==> src/rtl/pipelined_adder.sv <==
`default_nettype none
// +--------------------------------------------------------------------------+
// | Module   : pipelined_adder                                               |
// | Purpose  : WIDTH-bit add/subtract split into STAGES carry-chained chunks, |
// |            with valid/ready handshakes on both sides and a single global |
// |            advance enable. Optional signed-overflow output io_Ovf is     |
// |            built when PIPELINED_ADDER_OVF_EN is defined.                 |
// | Revision : 1.0 - initial release                                         |
// +--------------------------------------------------------------------------+
module pipelined_adder #(
  parameter int WIDTH  = 16,
  parameter int STAGES = 4
) (
  input  logic             clk,
  input  logic             reset,
  input  logic             io_in_valid,
  output logic             io_in_ready,
  input  logic [WIDTH-1:0] io_A,
  input  logic [WIDTH-1:0] io_B,
  input  logic             io_Cin,
  input  logic             io_Sub,
  output logic             io_out_valid,
  input  logic             io_out_ready,
  output logic [WIDTH-1:0] io_Sum,
`ifdef PIPELINED_ADDER_OVF_EN
  output logic             io_Ovf,
`endif
  output logic             io_Cout
);

  localparam int CHUNK = WIDTH / STAGES;

  logic             adv;
  logic [WIDTH-1:0] b_eff;
  logic             c0;

  // Subtraction folds into the adder as A + ~B + ~Cin; io_Sub is not piped
  always_comb begin
    b_eff = io_Sub ? ~io_B : io_B;
    c0    = io_Cin ^ io_Sub;
  end

  // Whole pipe moves together unless a finished result waits on the consumer
  always_comb begin
    adv         = ~io_out_valid | io_out_ready;
    io_in_ready = adv;
  end

  genvar k;
  for (k = 0; k < STAGES; k++) begin : g_stage
    localparam int LO   = k * CHUNK;      // first operand bit handled here
    localparam int PEND = WIDTH - LO;     // operand bits not yet summed

    logic [PEND-1:0]     a_in;
    logic [PEND-1:0]     b_in;
    logic                c_in;
    logic                v_in;
    logic [CHUNK:0]      add;
    logic [LO+CHUNK-1:0] sum_d;
    logic [LO+CHUNK-1:0] sum_q;
    logic                carry_d;
    logic                carry_q;
    logic                valid_d;
    logic                valid_q;

    if (k == 0) begin : g_in
      // First stage takes the beat straight off the input port
      always_comb begin
        a_in = io_A;
        b_in = b_eff;
        c_in = c0;
        v_in = io_in_valid;
      end
      // Only one chunk of sum exists so far
      always_comb begin
        sum_d = add[CHUNK-1:0];
      end
    end else begin : g_in
      // Later stages consume the skewed operands and carry of the stage before
      always_comb begin
        a_in = g_stage[k-1].g_skew.a_q;
        b_in = g_stage[k-1].g_skew.b_q;
        c_in = g_stage[k-1].carry_q;
        v_in = g_stage[k-1].valid_q;
      end
      // New chunk is stacked on top of the lower sum chunks already computed
      always_comb begin
        sum_d = {add[CHUNK-1:0], g_stage[k-1].sum_q};
      end
    end

    // Chunk adder: this stage's slice of A and B_eff plus the incoming carry
    always_comb begin
      add     = {1'b0, a_in[CHUNK-1:0]} + {1'b0, b_in[CHUNK-1:0]}
              + {{CHUNK{1'b0}}, c_in};
      carry_d = add[CHUNK];
      valid_d = v_in;
    end

    // Stage register; reset wins over adv, and adv=0 freezes the slot
    always_ff @(posedge clk) begin
      if (!reset) begin
        sum_q   <= '0;
        carry_q <= 1'b0;
        valid_q <= 1'b0;
      end else if (adv) begin
        sum_q   <= sum_d;
        carry_q <= carry_d;
        valid_q <= valid_d;
      end
    end

    if (k < STAGES - 1) begin : g_skew
      logic [PEND-CHUNK-1:0] a_d;
      logic [PEND-CHUNK-1:0] a_q;
      logic [PEND-CHUNK-1:0] b_d;
      logic [PEND-CHUNK-1:0] b_q;

      // Upper operand chunks ride along untouched for the later stages
      always_comb begin
        a_d = a_in[PEND-1:CHUNK];
        b_d = b_in[PEND-1:CHUNK];
      end

      // Skew registers follow the same reset/hold rule as the stage
      always_ff @(posedge clk) begin
        if (!reset) begin
          a_q <= '0;
          b_q <= '0;
        end else if (adv) begin
          a_q <= a_d;
          b_q <= b_d;
        end
      end
    end
  end

  // Results come straight from the final stage registers
  always_comb begin
    io_out_valid = g_stage[STAGES-1].valid_q;
    io_Sum       = g_stage[STAGES-1].sum_q;
    io_Cout      = g_stage[STAGES-1].carry_q;
  end

`ifdef PIPELINED_ADDER_OVF_EN
  logic ovf_d;
  logic ovf_q;

  // Signed overflow: carry into the MSB disagrees with the carry out of it
  always_comb begin
    ovf_d = g_stage[STAGES-1].a_in[CHUNK-1] ^ g_stage[STAGES-1].b_in[CHUNK-1]
          ^ g_stage[STAGES-1].add[CHUNK-1]  ^ g_stage[STAGES-1].add[CHUNK];
  end

  // Overflow flag is registered alongside the final stage
  always_ff @(posedge clk) begin
    if (!reset) begin
      ovf_q <= 1'b0;
    end else if (adv) begin
      ovf_q <= ovf_d;
    end
  end

  // Expose the registered flag
  always_comb begin
    io_Ovf = ovf_q;
  end
`endif

endmodule
`default_nettype wire
==> config.mk <==
export PLATFORM = sky130hd
export DESIGN_NAME = pipelined_adder
export DESIGN_NICKNAME = d
export VERILOG_FILES = /design/src/rtl/pipelined_adder.sv
export SDC_FILE = /design/constraint.sdc
export NUM_CORES = 1
export LEC_CHECK = 0
export BUFFER_PORTS_ARGS = -buffer_cell sky130_fd_sc_hd__buf_2
export CAP_MARGIN = 20
export CORE_UTILIZATION = 47
export CTS_CLUSTER_SIZE = 14
export DETAILED_ROUTE_END_ITERATION = 16
export PLACE_DENSITY = 0.67
export SYNTH_ARGS = -nofsm -noshare
export SYNTH_HDL_FRONTEND = slang
export SYNTH_SLANG_ARGS = --single-unit
==> constraint.sdc <==
create_clock -name clk -period 2.4 [get_ports clk]
set_clock_uncertainty 0.05 [all_clocks]
set_input_delay 0.24 -clock clk [delete_from_list [all_inputs] [get_ports clk]]
set_output_delay 0.24 -clock clk [all_outputs]
set_load 0.1 [all_outputs]
==> flow_summary.ini <==
[status]
outcome = complete, no violations

[global_routing]
grt_usage = 0.189
grt_pass1_vias = 3057
grt_max_degree = 84
grt_pass1_wl_um = 13300
antenna_found_initial = 0
gr-total-overflow = 0

[worst_setup_path]
end_kind = output pin
crit_type = reg2out
timing.rr.start = g_stage[1].carry_q
crit_slowest_cell = buf_2
reg2reg_depth = 5
path_cells = nor2b_4 -> clkinv_2 -> buf_2
crit_arrival_ps = 1590
critPathLaunchType = flop
crit_family = buffers and inverters
cp_max_fo = 26
cp_data_required_time_ps = 2110
crit_buf_inv = 2
r2r-end = g_stage[2].carry_q
r2r_setup_slack_ps = 620
slowest_delay_ps = 430

[clock_network]
ctsHoldBuffers = 0
htreeDepth = 3
numCtsBuffers = 9
cts_resized = 0
cts_tree = done
clkTransAtPathRegs_ps = 90
root_buffer = clkbuf_8
cts_max_path_buffers = 2
cts_sinks = 96
post_cts_buffers = 0
clk_latency_ps = 360

[hold_path]
whs_endpoint = g_stage[0].g_skew.a_q[8]
hp-class = in2reg
hold_path_depth = 3
min_from = io_A[12]

[synth]
syn-num-nets = 532
synth_compound_area_frac = 0.173
synth_warnings = 0
netlist_area_mm2 = 0.00404
synth_top_family_by_area = simple AND/OR/NAND/NOR gates
yosysTopAreaCellShare = 0.476
syn_avg_cell_area_um2 = 8.52
ys_ff_latch = 96
seq_area_frac_synth = 0.476
ys.flop_type = dfxtp_1
yosysMostFrequentCell = nand2_1
synth_area_leader_cell = dfxtp_1
synthArstFlopShare = 0
yosys-top-cells-count = nand2_1 (143), dfxtp_1 (96), a21oi_1 (80)
yosys-top-cells-area = dfxtp_1 (48%), nand2_1 (13%), a21oi_1 (9.9%), fa_1 (4.0%), ha_1 (3.7%)
synth_adder_area_share = 0.0768
synthDistinctLibCells = 29
synth-edff-count = 0
synth-simple-area-share = 0.177
synth-xor-area-share = 0.0455
syn_inst = 474
synthMuxAreaShare = 0

[timing]
rsz0062_at_grt = no
setup_tns_ps = 0
post-route-period-util = 0.783
max_freq_mhz = 532
tightest_slew_ps = 813
drv_slew = 0
setup-violations-final = 0
slew_headroom = 0.458
setup_slack_ps = 520
period_needed_ps = 1880
hold_viol_final = 0

[placed_design]
dp_hpwl_um = 5060
gp_congestion = 0.764
io_buffers = 56
pre_cts_ws_ps = 483

[die]
die_y_um = 94.7
initial_core_util = 0.489
rows = 33
ios = 57
coreArea_mm2 = 0.00826
die_w_um = 94.7
dieArea_mm2 = 0.00897

[routing]
via_per_inst = 5.06
first_pass_iters = 4
drcViolationCount = 0
totalWireLength_um = 7640
vias = 3157
wl_per_cell_um = 12.2
ant_nets = 0
drt_iter0_drc = 183

[pwr]
power_frac_seq = 0.530
ir_worst_vdd_mv = 0.319
internal_power_mw = 2.45
p_leak_nw = 1.90
power_density_mw_per_mm2 = 725
p_sw_mw = 0.867
clkPwrFrac = 0.340
netSwitchingFraction = 0.262
combPwrFrac = 0.131

[cells_and_area]
fin_util = 0.554
fin_nets = 573
area_growth_pct = 13.2
insertedDiodeCount = 0
fillers = 820
drive_gt1_frac = 0.175

[run]
drv_cap = 0
==> flip-flops by register name (all words and copies together), names as in the netlist <==
name and flops:
g_stage.g_skew.a_q 24, io_Cout 1, g_stage.valid_q 3, io_Sum 16, g_stage.g_skew.b_q 24, g_stage.carry_q 3, io_out_valid 1, g_stage.sum_q 24
==> routing by layer <==
layer / vias up / wire (µm) / part of all wire / track usage
li1: 1644 / - / - / -
met1: 1448 / 3760 / 0.49 / 0.243
met2: 53 / 3470 / 0.45 / 0.303
met3: 12 / 287 / 0.038 / 0.0443
met4: 0 / 122 / 0.016 / 0.0770
met5: - / 0 / 0 / 0
==> stage by stage <==
stage / hold WS (ps) / area, µm² / instances / power, mW
after global routing: 55.7 / 4570 / 624 / 3.47
after detailed placement: 393 / 4360 / 609 / 2.23
final: 61.4 / 4570 / 624 / 3.31
after global placement: 386 / 4360 / 609 / 2.22
after floorplan: 330 / 4040 / 474 / 2.12
after CTS: 55.7 / 4570 / 624 / 3.35
==> how the worst max path moves through the flow <==
stage                      start  slack, ps                         to  cells past startpoint
detailed placement        io_Sub        480        g_stage[0].sum_q[3]                      7
finish              io_out_valid        520                io_in_ready                      3
global route        io_out_valid        390                io_in_ready                      3
floorplan           io_out_valid        290  g_stage[0].g_skew.b_q[10]                      5
global placement          io_Sub        570        g_stage[0].sum_q[3]                      7
CTS                 io_out_valid        500                io_in_ready                      3
==> logic make-up (layout without fill, tap and decap cells) <==
| group | count (synthesis) | in the layout |
|---|---|---|
| simple gates | 180 | 180 |
| compound gates | 113 | 113 |
| fa+ha+maj | 20 | 20 |
| flops | 96 | 96 |
| xor+xnor | 21 | 21 |
| buf+inv | 44 | 89 |
==> worst reg2reg max path, stage by stage, from the launching register on <==
cell and delay [ps]:
dfxtp_1 330, fa_1 480, fa_1 430, a21o_1 190, a21oi_1 130, a21oi_1 70
==> area by class of cell <==
type	count	area [µm²]	share of cell area
repair buffers	64	365	0.0799
flip-flops and latches	96	1920	0.420
clock buffers	10	128	0.0279
inverters	10	38.8	0.00848
multi-input cells	334	1910	0.417
well taps	105	131	0.0287
clock inverters	5	81.3	0.0178
==> cell usage in the layout, fill, tap and decap left out, drive strengths merged, types with 3 or more instances in the layout <==
master	count
inv	10
buf	64
ha	12
nor2	21
a21oi	80
o211ai	3
nor2b	3
dfxtp	96
fa	8
nand2	143
xnor2	17
nand3	9
xor2	4
o21ai	6
a2111o	3
a211oi	17
clkbuf	10
==> power by group through the flow <==
stage	combinational, mW	sequential, mW	clock (mW)
global route	0.484	1.77	1.22
global placement	0.428	1.79	0
CTS	0.439	1.76	1.15
detailed placement	0.436	1.79	0
floorplan	0.253	1.87	0
finish	0.434	1.76	1.13
Note: power is estimated with default switching activity, not from simulation.
